$ cat src/rtl/mam_req_arbiter.sv
// Round-robin arbiter sharing one MAM memory-access port between NUM_PORTS requesters.
// Ownership lasts from request accept until the last data beat; data paths are a pure mux on the grant.
module mam_req_arbiter #(
  parameter int NUM_PORTS  = 2,
  parameter int DATA_WIDTH = 16,
  parameter int ADDR_WIDTH = 32
) (
  input  logic                             CLK_I,
  input  logic                             RST_I,
  input  logic [NUM_PORTS-1:0]             s_req_valid,
  output logic [NUM_PORTS-1:0]             s_req_ready,
  input  logic [NUM_PORTS-1:0]             s_req_rw,
  input  logic [NUM_PORTS*ADDR_WIDTH-1:0]  s_req_addr,
  input  logic [NUM_PORTS-1:0]             s_req_burst,
  input  logic [NUM_PORTS*14-1:0]          s_req_beats,
  input  logic [NUM_PORTS-1:0]             s_write_valid,
  input  logic [NUM_PORTS*DATA_WIDTH-1:0]  s_write_data,
  input  logic [NUM_PORTS*DATA_WIDTH/8-1:0] s_write_strb,
  output logic [NUM_PORTS-1:0]             s_write_ready,
  output logic [NUM_PORTS-1:0]             s_read_valid,
  output logic [DATA_WIDTH-1:0]            s_read_data,
  input  logic [NUM_PORTS-1:0]             s_read_ready,
  output logic                             m_req_valid,
  input  logic                             m_req_ready,
  output logic                             m_req_rw,
  output logic [ADDR_WIDTH-1:0]            m_req_addr,
  output logic                             m_req_burst,
  output logic [13:0]                      m_req_beats,
  output logic                             m_write_valid,
  output logic [DATA_WIDTH-1:0]            m_write_data,
  output logic [DATA_WIDTH/8-1:0]          m_write_strb,
  input  logic                             m_write_ready,
  input  logic                             m_read_valid,
  input  logic [DATA_WIDTH-1:0]            m_read_data,
  output logic                             m_read_ready,
  output logic [NUM_PORTS-1:0]             grant,
  output logic                             busy
);

  localparam int IW = (NUM_PORTS > 1) ? $clog2(NUM_PORTS) : 1;
  localparam int SW = DATA_WIDTH / 8;

  typedef enum logic [1:0] {ST_IDLE, ST_REQ, ST_WRITE, ST_READ} state_t;

  state_t         state;
  logic [IW-1:0]  gidx;
  logic [IW-1:0]  rr_ptr;
  logic [13:0]    beats_left;

  logic                  sel_req_valid, sel_rw, sel_burst, sel_write_valid, sel_read_ready;
  logic [ADDR_WIDTH-1:0] sel_addr;
  logic [13:0]           sel_beats;
  logic [DATA_WIDTH-1:0] sel_wdata;
  logic [SW-1:0]         sel_wstrb;

  logic                  arb_found;
  logic [IW-1:0]         arb_idx;
  logic [IW-1:0]         arb_cand;
  logic [NUM_PORTS-1:0]  arb_onehot;
  logic [IW-1:0]         rr_next;
  logic                  req_hs, wr_hs, rd_hs;

  // Search upward from rr_ptr with wrap; the candidate index wraps at NUM_PORTS, not at 2**IW.
  always_comb begin
    arb_found  = 1'b0;
    arb_idx    = '0;
    arb_cand   = rr_ptr;
    arb_onehot = '0;
    for (int unsigned k = 0; k < NUM_PORTS; k++) begin
      if (!arb_found && s_req_valid[arb_cand]) begin
        arb_found = 1'b1;
        arb_idx   = arb_cand;
      end
      arb_cand = (arb_cand == IW'(NUM_PORTS - 1)) ? '0 : arb_cand + 1'b1;
    end
    for (int unsigned i = 0; i < NUM_PORTS; i++)
      arb_onehot[i] = (arb_idx == IW'(i));
  end

  assign rr_next = (gidx == IW'(NUM_PORTS - 1)) ? '0 : gidx + 1'b1;

  always_comb begin
    sel_req_valid   = 1'b0;
    sel_rw          = 1'b0;
    sel_burst       = 1'b0;
    sel_write_valid = 1'b0;
    sel_read_ready  = 1'b0;
    sel_addr        = '0;
    sel_beats       = '0;
    sel_wdata       = '0;
    sel_wstrb       = '0;
    for (int unsigned i = 0; i < NUM_PORTS; i++) begin
      if (gidx == IW'(i)) begin
        sel_req_valid   = s_req_valid[i];
        sel_rw          = s_req_rw[i];
        sel_burst       = s_req_burst[i];
        sel_write_valid = s_write_valid[i];
        sel_read_ready  = s_read_ready[i];
        sel_addr        = s_req_addr[i*ADDR_WIDTH +: ADDR_WIDTH];
        sel_beats       = s_req_beats[i*14 +: 14];
        sel_wdata       = s_write_data[i*DATA_WIDTH +: DATA_WIDTH];
        sel_wstrb       = s_write_strb[i*SW +: SW];
      end
    end
  end

  assign req_hs = (state == ST_REQ)   && sel_req_valid   && m_req_ready;
  assign wr_hs  = (state == ST_WRITE) && sel_write_valid && m_write_ready;
  assign rd_hs  = (state == ST_READ)  && m_read_valid    && sel_read_ready;

  assign s_read_data = m_read_data;

  always_comb begin
    m_req_valid   = 1'b0;
    m_req_rw      = 1'b0;
    m_req_addr    = '0;
    m_req_burst   = 1'b0;
    m_req_beats   = '0;
    m_write_valid = 1'b0;
    m_write_data  = '0;
    m_write_strb  = '0;
    m_read_ready  = 1'b0;
    s_req_ready   = '0;
    s_write_ready = '0;
    s_read_valid  = '0;
    case (state)
      ST_REQ: begin
        m_req_valid = sel_req_valid;
        m_req_rw    = sel_rw;
        m_req_addr  = sel_addr;
        m_req_burst = sel_burst;
        m_req_beats = sel_beats;
        s_req_ready = m_req_ready ? grant : '0;
      end
      ST_WRITE: begin
        m_write_valid = sel_write_valid;
        m_write_data  = sel_wdata;
        m_write_strb  = sel_wstrb;
        s_write_ready = m_write_ready ? grant : '0;
      end
      ST_READ: begin
        m_read_ready = sel_read_ready;
        s_read_valid = m_read_valid ? grant : '0;
      end
      default: ;
    endcase
  end

  always_ff @(posedge CLK_I) begin
    if (RST_I) begin
      state      <= ST_IDLE;
      grant      <= '0;
      gidx       <= '0;
      rr_ptr     <= '0;
      beats_left <= '0;
      busy       <= 1'b0;
    end else begin
      case (state)
        ST_IDLE: begin
          if (arb_found) begin
            grant <= arb_onehot;
            gidx  <= arb_idx;
            busy  <= 1'b1;
            state <= ST_REQ;
          end
        end
        ST_REQ: begin
          if (req_hs) begin
            beats_left <= (sel_burst && (sel_beats != '0)) ? sel_beats : 14'd1;
            state      <= sel_rw ? ST_WRITE : ST_READ;
          end
        end
        ST_WRITE, ST_READ: begin
          if ((wr_hs || rd_hs) && (beats_left != '0)) begin
            beats_left <= beats_left - 14'd1;
            if (beats_left == 14'd1) begin
              state  <= ST_IDLE;
              grant  <= '0;
              busy   <= 1'b0;
              rr_ptr <= rr_next;
            end
          end
        end
        default: state <= ST_IDLE;
      endcase
    end
  end

endmodule

$ cat config.mk
export PLATFORM = sky130hd
export DESIGN_NAME = mam_req_arbiter
export DESIGN_NICKNAME = d
export VERILOG_FILES = /design/src/rtl/mam_req_arbiter.sv
export SDC_FILE = /design/constraint.sdc
export NUM_CORES = 1
export LEC_CHECK = 0
export BUFFER_PORTS_ARGS = -buffer_cell sky130_fd_sc_hd__buf_2
export CAP_MARGIN = 5
export CORE_AREA = 2 2 97 99
export DETAILED_ROUTE_END_ITERATION = 7
export DIE_AREA = 0 0 99 101
export PLACE_DENSITY = 0.67
export SKIP_CTS_REPAIR_TIMING = 1
export SYNTH_ARGS = -nofsm -noshare
export SYNTH_HDL_FRONTEND = slang
export SYNTH_SLANG_ARGS = --single-unit
$ cat constraint.sdc
create_clock -name CLK_I -period 6.1 [get_ports CLK_I]
set_input_delay 1.22 -clock CLK_I [delete_from_list [all_inputs] [get_ports CLK_I]]
set_output_delay 1.22 -clock CLK_I [all_outputs]
set_load 0.005 [all_outputs]
==> Word level (Yosys, flattened, before mapping) <==
Index checks and enable logic that the tools add are counted.
{ "word_totals": {"register_bits": 21, "latchBits": 0, "ramBits": 0, "romBits": 0, "input_bits": 159, "output_inout_bits": 94, "word_cells": 92, "mem_count": 0} }
{ "classes": {"n_addsub": 3, "n_mul": 0, "div": 0, "order_cmp": 2, "eq_ne": 8, "shifts": 0, "n_mux": 50, "bitwise": 1, "n_reduce_logical": 22} }
{ "op_table": {"columns": ["operator", "n"], "rows": [
  ["14-bit two-way mux", 5],
  ["32-bit two-way mux", 2],
  ["16-bit two-way mux", 2],
  ["14-bit one-hot mux with 2 select lines", 1],
  ["14-bit nonzero test", 2],
  ["2-bit two-way mux", 13],
  ["1-bit two-way mux", 24],
  ["14-bit by 1-bit equality test with 1-bit output (second input constant)", 1],
  ["14-bit by 1-bit subtractor with 14-bit output (second input constant)", 1],
  ["1-bit logical AND", 9],
  ["2-bit != test (second input constant)", 4],
  ["4-bit AND reduction", 2],
  ["2-bit one-hot mux with 3 select lines", 1],
  ["3-bit AND reduction", 2],
  ["2-bit equality test (second input constant)", 2],
  ["1-bit by 2-bit < comparator with 1-bit output (second input constant)", 2],
  ["2-bit one-hot mux with 2 select lines", 1],
  ["2-bit nonzero test", 2],
  ["1-bit adder (second input constant)", 2],
  ["2-bit by 1-bit equality test with 1-bit output (second input constant)", 1],
  ["2-bit logical NOT", 1],
  ["1-bit one-hot mux with 2 select lines", 1],
  ["2-bit AND reduction", 1],
  ["2-bit OR reduction", 1],
  ["other kinds (3)", 3]
]} }

==> Longest topological paths before layout <==
Gate-level depths: netlist of the first run.
{ "depth": {"word_depth": 9, "depth_mapped": 8, "depth_no_buf": 7} }

==> Worst setup path after synthesis of the first run <==
OpenSTA, ideal clock, no wires.
{ "synth_timing": {"path_kind": "input port to output port", "start": "input s_req_burst[1]", "end": "output m_req_burst", "t_arrival_ps": 1726, "required_time_ps": 4880, "slack_ps": 3154, "cell_stages": 3, "n_path_buf": 0, "cell_sequence": "mux2i_1 nor2_1 and2_1"} }
{ "synth_via": {"elab_chain_len": 2} }
{ "synth_lines": {"columns": ["item", "line_no", "rtl"], "rows": [
  ["start, declared", "14", "input logic [NUM_PORTS-1:0] s_req_burst,"],
  ["1-bit two-way mux", "93", "if (gidx == IW'(i)) begin"],
  ["1-bit two-way mux", "126", "case (state)"],
  ["end, declared", "27", "output logic m_req_burst,"]
]} }
No other way between the ends.

==> Worst setup path in the final report of the first run <==
{ "layout_timing": {"start": "register gidx", "end": "output m_req_beats[12]"} }
{ "layout_via": {"elab_chain_len": 2} }
{ "layout_lines": {"columns": ["item", "line_no", "rtl"], "rows": [
  ["start, declared", "46", "logic [IW-1:0] gidx;"],
  ["start signal, assigned", "162", "gidx <= arb_idx;"],
  ["14-bit two-way mux", "93", null],
  ["14-bit two-way mux", "126", null],
  ["end, declared", "28", "output logic [13:0] m_req_beats,"]
]} }
No other way between the ends.

==> flow_summary.ini, run 1 <==
[sta]
rsz0062_at_grt = no
skew_ns = 0.00519
worstMarginPinSlew_ns = 0.989
period_needed_ns = 3.68
slew-limit-headroom_pct = 34.0
max_clock_freq_mhz = 272
final_hold_viol_count = 0
drv_slew = 0
setup-violations-final = 0
fin_setup_tns_ns = 0
finalCritPeriodShare_pct = 60.3

[yosys]
synth_nets = 518
syn_inst = 357
ys.flop_type = dfxtp_1
syn_avg_cell_area_um2 = 7.25
ys_warn_count = 0
synth_edf_count = 0
yosysSeqAreaShare_pct = 16.2
ys_ff_latch = 21
ys_types = 49
async_reset_ff_share_pct = 0
synth_area_um2 = 2590

[floorplan]
num_rows = 35
die_w_um = 99
die-area_um2 = 10000
start_util_pct = 28.8
die_y_um = 101
boundaryPins = 253
core_area_um2 = 8980

[grt]
grt_pass1_wl_mm = 16.2
grt_max_degree = 50
overflow = 0
grtUsageTotal_pct = 20.5
antenna_found_initial = 1
grt_pass1_vias = 3122

[run]
drv_cap = 0

[critical_path]
cp.arrival_ns = 2.46
path_class = flop to primary output
crit_chain = buf_4 -> mux2i_1 -> nor2_1 -> buf_2
start_kind = flop
crit_slowest_cell = dfxtp_4
endpoint_kind = primary output
critPathRequiredTime_ns = 4.88
cp_top_family = flip-flops
crit_buf_inv = 2
worstPathMaxFanout = 44
cpPeakStageDelay_ns = 0.80

[clock_network]
cts.htree.levels = 1
numCtsBuffers = 3
clockRootBuffer = clkbuf_8
clk_pin_slew_ns = 0.08
cts_tree = built
clkLatencyLatePin_ns = 0.27
cts_buffer_depth = 2
numClockSinks = 21

[final_layout]
final_common_cell = buf_2
drive_gt1_share_pct = 43.7
fillers = 950
nets = 704
mostFrequentLayoutCells = buf_2, nor2_1, mux2i_1
areaGrowthSynthToFinish_pct = 40.2
post-route-util_pct = 40.4

[power]
p_switching_w = 0.000198
pwr-share-clk_pct = 19.0
leakage_nw = 1.75
internal_power_w = 0.000309
seqPwrFrac_pct = 32.4
combPwrFrac_pct = 48.6
p_total_w = 0.000507
power_density_nw_per_um2 = 140
vdd_drop_max_mv = 0.0892
swShare_pct = 39.0

[route]
wl_per_cell_um = 17.1
drc_errors = 0
firstDrtPassIters = 5
initialDrtViolationCount = 207
vias = 3368
drt-total-wl_mm = 11.2
via_per_inst = 5.15
postRouteAntennaNets = 0

[run_status]
outcome = complete, no violations

[place]
port_buffers = 220
routabilityCongestion = 0.907
dpl.hpwl_mm = 9.09

[worst_hold_path]
hold_path_class = flop to flop
==> Yosys cell counts, drive strengths merged (3+ instances only) <==
library cell / instances / area share [%]
buf: 26 / 6.9
o21ai: 12 / 2.3
mux2i: 70 / 27
o22ai: 4 / 0.97
a31oi: 8 / 1.9
inv: 7 / 1.0
nand3b: 6 / 1.7
nand2: 11 / 1.6
nand4b: 5 / 1.7
nand3: 6 / 1.2
clkbuf: 15 / 3.4
a211oi: 3 / 0.87
a21oi: 19 / 3.7
nor4b: 3 / 1.6
or3: 5 / 1.3
nor3: 7 / 1.4
nor4: 6 / 2.0
dfxtp: 21 / 16
and3: 3 / 0.77
nand2b: 3 / 0.73
nor2: 93 / 13
==> metal layers <==
layer | track usage [%] | vias up | part of all wire (%) | wire (µm)
li1 | - | 1627 | - | -
met1 | 25.4 | 1505 | 39 | 4390
met2 | 35.4 | 214 | 48 | 5380
met3 | 4.99 | 22 | 10 | 1140
met4 | 6.01 | 0 | 2.4 | 266
met5 | 0 | - | 0 | 0
==> area by class of cell <==
cell class	instances	area [µm²]	share of cell area [%]
flip-flops and latches	21	424	11.7
well taps	111	139	3.83
clock inverters	1	5.00	0.138
diodes	1	2.50	0.0689
multi-input cells	288	1880	51.7
repair buffers	222	1110	30.7
clock buffers	3	41.3	1.14
inverters	7	26.3	0.724
==> sequential cells by signal, indices dropped and copies added, names as in the netlist <==
register,flops
busy,1
rr_ptr,1
state,2
gidx,1
beats_left,14
grant,2
==> stage by stage <==
stage          setup WS (ns)  instance area, µm²  hold slack, ns  instances
2_1_floorplan           3.15                2590           0.453        357
3_3_place_gp            2.69                3580           0.444        648
3_5_place_dp            2.64                3580           0.444        648
4_1_cts                 2.34                3620           0.456        652
5_1_grt                 2.27                3630           0.498        654
6_report                2.42                3630           0.456        654
==> worst reg2reg max path: stages, from the launching register on <==
cell	delay, ns
dfxtp_4	0.80
buf_4	0.58
mux2i_1	0.57
nand2_1	0.11
a2111o_1	0.51
and4_1	0.26
a2111oi_2	0.32
==> power by group through the flow <==
stage | Sequential, W | Combinational [W] | Clock (W)
global placement | 0.000166 | 0.000241 | 0
finish | 0.000164 | 0.000246 | 0.0000964
CTS | 0.000164 | 0.000246 | 0.0000983
detailed placement | 0.000167 | 0.000245 | 0
floorplan | 0.000154 | 0.000158 | 0
global route | 0.000166 | 0.000274 | 0.000102
==> logic make-up (layout without fill, tap and decap cells) <==
group | count (synthesis) | in the layout | synth area share [%]
compound gates | 55 | 55 | 13.1
xor+xnor | 1 | 1 | 0.338
fa+ha+maj | 2 | 2 | 0.966
buf+inv | 48 | 233 | 11.3
flops | 21 | 21 | 16.2
mux | 70 | 70 | 27.1
other cells | 0 | 1 | 0
simple gates | 160 | 160 | 31.0
==> worst paths after layout <==
check,from,end,slack [ns],cells after the start
setup / recovery,gidx$_SDFFE_PP0P_,m_req_beats[12],2.42,4
hold / removal,busy$_SDFFE_PP0P_,busy$_SDFFE_PP0P_,0.46,2
setup reg to reg,gidx$_SDFFE_PP0P_,beats_left[0]$_SDFFE_PP0P_,2.85,6
hold reg to reg,busy$_SDFFE_PP0P_,busy$_SDFFE_PP0P_,0.46,2
Power figures use the tool's default switching activity.
==> run 2: changes to the inputs <==
--- a/config.mk
+++ b/config.mk
@@ -5,12 +5,13 @@
 export SDC_FILE = /design/constraint.sdc
 export NUM_CORES = 1
 export LEC_CHECK = 0
+export ABC_AREA = 1
 export BUFFER_PORTS_ARGS = -buffer_cell sky130_fd_sc_hd__buf_2
 export CAP_MARGIN = 5
-export CORE_AREA = 2 2 97 99
+export CORE_ASPECT_RATIO = 0.5
+export CORE_UTILIZATION = 38
 export DETAILED_ROUTE_END_ITERATION = 7
-export DIE_AREA = 0 0 99 101
-export PLACE_DENSITY = 0.67
+export PLACE_DENSITY = 0.82
 export SKIP_CTS_REPAIR_TIMING = 1
 export SYNTH_ARGS = -nofsm -noshare
 export SYNTH_HDL_FRONTEND = slang
==> constraint.sdc (replaced) <==
create_clock -name CLK_I -period 3.9 [get_ports CLK_I]
set_input_delay 0.78 -clock CLK_I [delete_from_list [all_inputs] [get_ports CLK_I]]
set_output_delay 0.78 -clock CLK_I [all_outputs]
set_load 0.005 [all_outputs]
==> flow_summary.ini, run 2 <==
[final_layout]
insertedDiodeCount = 0
post-route-util_pct = 55.3
largest_reg_flops = 14
mostFrequentLayoutCells = buf_2, nand2_1, a21oi_1
fillers = 727
largest-register = beats_left
fin_area_um2 = 3750
largest_registers = beats_left: 14 flops, grant: 2 flops, state: 2 flops
areaGrowthSynthToFinish_pct = 38.2
drive_gt1_share_pct = 33.8
final_common_cell = buf_2
nets = 874

[power]
p_switching_w = 0.000773
pwr-share-clk_pct = 14.4
power_density_nw_per_um2 = 414
combPwrFrac_pct = 66.1
leakage_nw = 2.31
seqPwrFrac_pct = 19.5
vdd_drop_max_mv = 0.200
internal_power_w = 0.000781
swShare_pct = 49.8

[yosys]
yosysMostFrequentCell = nand2_1
synth_top_area_cell = nand2_1
ys_ff_latch = 21
syn_inst = 530
async_reset_ff_share_pct = 0
synthTopCellsByCount = nand2_1, a21oi_1, inv_1
ys.flop_type = dfxtp_1
ys_types = 27
synth_area_um2 = 2710
synthTopCellsByArea = nand2_1, dfxtp_1, a21oi_1
synth_edf_count = 0
yosysTopAreaCellShare_pct = 28.4
synth_nets = 691
yosysSeqAreaShare_pct = 15.5
syn_avg_cell_area_um2 = 5.12
ys_warn_count = 0

[clock_network]
numCtsBuffers = 3
clk_pin_slew_ns = 0.06
clockRootBuffer = clkbuf_16
clkLatencyLatePin_ns = 0.26
numClockSinks = 21
cts_buffer_depth = 2
cts_tree = built
cts.htree.levels = 1

[sta]
drv_slew = 0
finalCritPeriodShare_pct = 84.9
period_needed_ns = 3.31
skew_ns = 0.00231
fin_setup_tns_ns = 0
setup-violations-final = 0
worstMarginPinSlew_ns = 1.07
final_hold_viol_count = 0
slew-limit-headroom_pct = 28.4
rsz0062_at_grt = no
max_clock_freq_mhz = 302

[floorplan]
die-area_um2 = 7500
num_rows = 21
die_w_um = 122
die_y_um = 61.8
start_util_pct = 40.0
boundaryPins = 253
core_area_um2 = 6780

[grt]
grt_pass1_vias = 3385
antenna_found_initial = 0
grtUsageTotal_pct = 28.1
met3_usage_pct = 6.66
grt_pass1_wl_mm = 16.4
overflow = 0
grt_max_degree = 73
grt.met2_usage_pct = 51.9
top_usage_layer = met2
met1_usage_pct = 34.0

[run]
drv_cap = 0

[critical_path]
crit_buf_inv = 4
endpoint_kind = primary output
crit_slowest_cell = clkinv_1
worstPathMaxFanout = 42
crit_chain = inv_1 -> nor2_1 -> clkinv_1 -> buf_4 -> a21oi_1 -> buf_2
cpPeakStageDelay_ns = 0.85
start_kind = flop
cp_top_family = buffers and inverters
path_class = flop to primary output
critPathRequiredTime_ns = 3.12
cp.arrival_ns = 2.53

[place]
port_buffers = 220
dpl.hpwl_mm = 8.74
routabilityCongestion = 0.908
place_area_um2 = 3670

[route]
postRouteAntennaNets = 0
firstDrtPassIters = 5
via_per_inst = 4.96
wl_per_cell_um = 13.5
initialDrtViolationCount = 237
drc_errors = 0
vias = 3986
drt-total-wl_mm = 10.8

[run_status]
outcome = complete, no violations

[worst_hold_path]
hold_path_class = flop to flop
==> run 2: changes by cell type in the layout (fill, tap and decap cells not counted), sizes merged, moves of 8 or more <==
cell and delta:
nand2 +200, nor2 -48, mux2i -70, inv +47
o21ai +16, nand3 +27, a31oi -8, a21oi +57
==> run 2: final timing paths <==
check                        startpoint                           to  slack (ns)  cells past startpoint
hold / removal        busy$_SDFFE_PP0P_            busy$_SDFFE_PP0P_        0.48                      2
hold reg to reg       busy$_SDFFE_PP0P_            busy$_SDFFE_PP0P_        0.48                      2
setup / recovery  state[0]$_SDFFE_PP0P_               m_req_beats[6]        0.59                      6
setup reg to reg      gidx$_SDFFE_PP0P_  beats_left[13]$_SDFFE_PP0P_        1.62                     10
==> run 2: cell families after synthesis <==
| group | Yosys count | synth area share, % |
|---|---|---|
| buffers and inverters | 100 | 18.2 |
| DFF | 21 | 15.5 |
| xor gates and xnor gates | 3 | 0.968 |
| adders and majority gates | 2 | 0.922 |
| AOI/OAI and AO/OA | 106 | 19.9 |
| and+or+nand+nor | 298 | 44.6 |
==> run 2: final cells by class <==
class                           instances  area, µm²  area share [%]
Inverter                               55        209            5.57
Sequential cell                        21        422            11.2
Multi-Input combinational cell        409       1800            48.0
Tap cell                               92        115            3.07
Clock buffer                            3       75.1            2.00
Clock inverter                          1       5.00           0.133
Timing Repair Buffer                  223       1120            30.0
==> run 2: worst reg2reg max path: stages, from the launching register on <==
cell,delay [ns]
dfxtp_2,0.35
buf_4,0.54
o21ai_0,0.31
nand2_1,0.12
nand2_1,0.06
nand2_1,0.11
nand2_2,0.28
o21ai_0,0.26
inv_1,0.06
nand2_1,0.06
inv_1,0.03
==> run 2: layer usage <==
layer	up-vias	part of all wire, %	routed length, µm
met1	1822	42	4510
met2	143	49	5350
li1	2007	-	-
met3	14	6.9	743
met5	-	0	0
met4	0	2.0	218
==> run 2: stage by stage <==
| step | setup WS [ns] | hold slack [ns] | total power, W | cells |
|---|---|---|---|---|
| 6_report | 0.589 | 0.479 | 0.00155 | 804 |
| 5_1_grt | 0.349 | 0.504 | 0.00170 | 804 |
| 3_3_place_gp | 0.939 | 0.458 | 0.00130 | 800 |
| 3_5_place_dp | 0.862 | 0.467 | 0.00132 | 800 |
| 2_1_floorplan | 1.98 | 0.451 | 0.000992 | 530 |
| 4_1_cts | 0.580 | 0.477 | 0.00155 | 804 |
==> run 2: power by group through the flow <==
| stage | registers [W] | logic (W) | clock network, W |
|---|---|---|---|
| global placement | 0.000304 | 0.000999 | 0 |
| global route | 0.000308 | 0.00116 | 0.000236 |
| finish | 0.000303 | 0.00103 | 0.000224 |
| floorplan | 0.000295 | 0.000697 | 0 |
| detailed placement | 0.000305 | 0.00101 | 0 |
| CTS | 0.000302 | 0.00102 | 0.000226 |
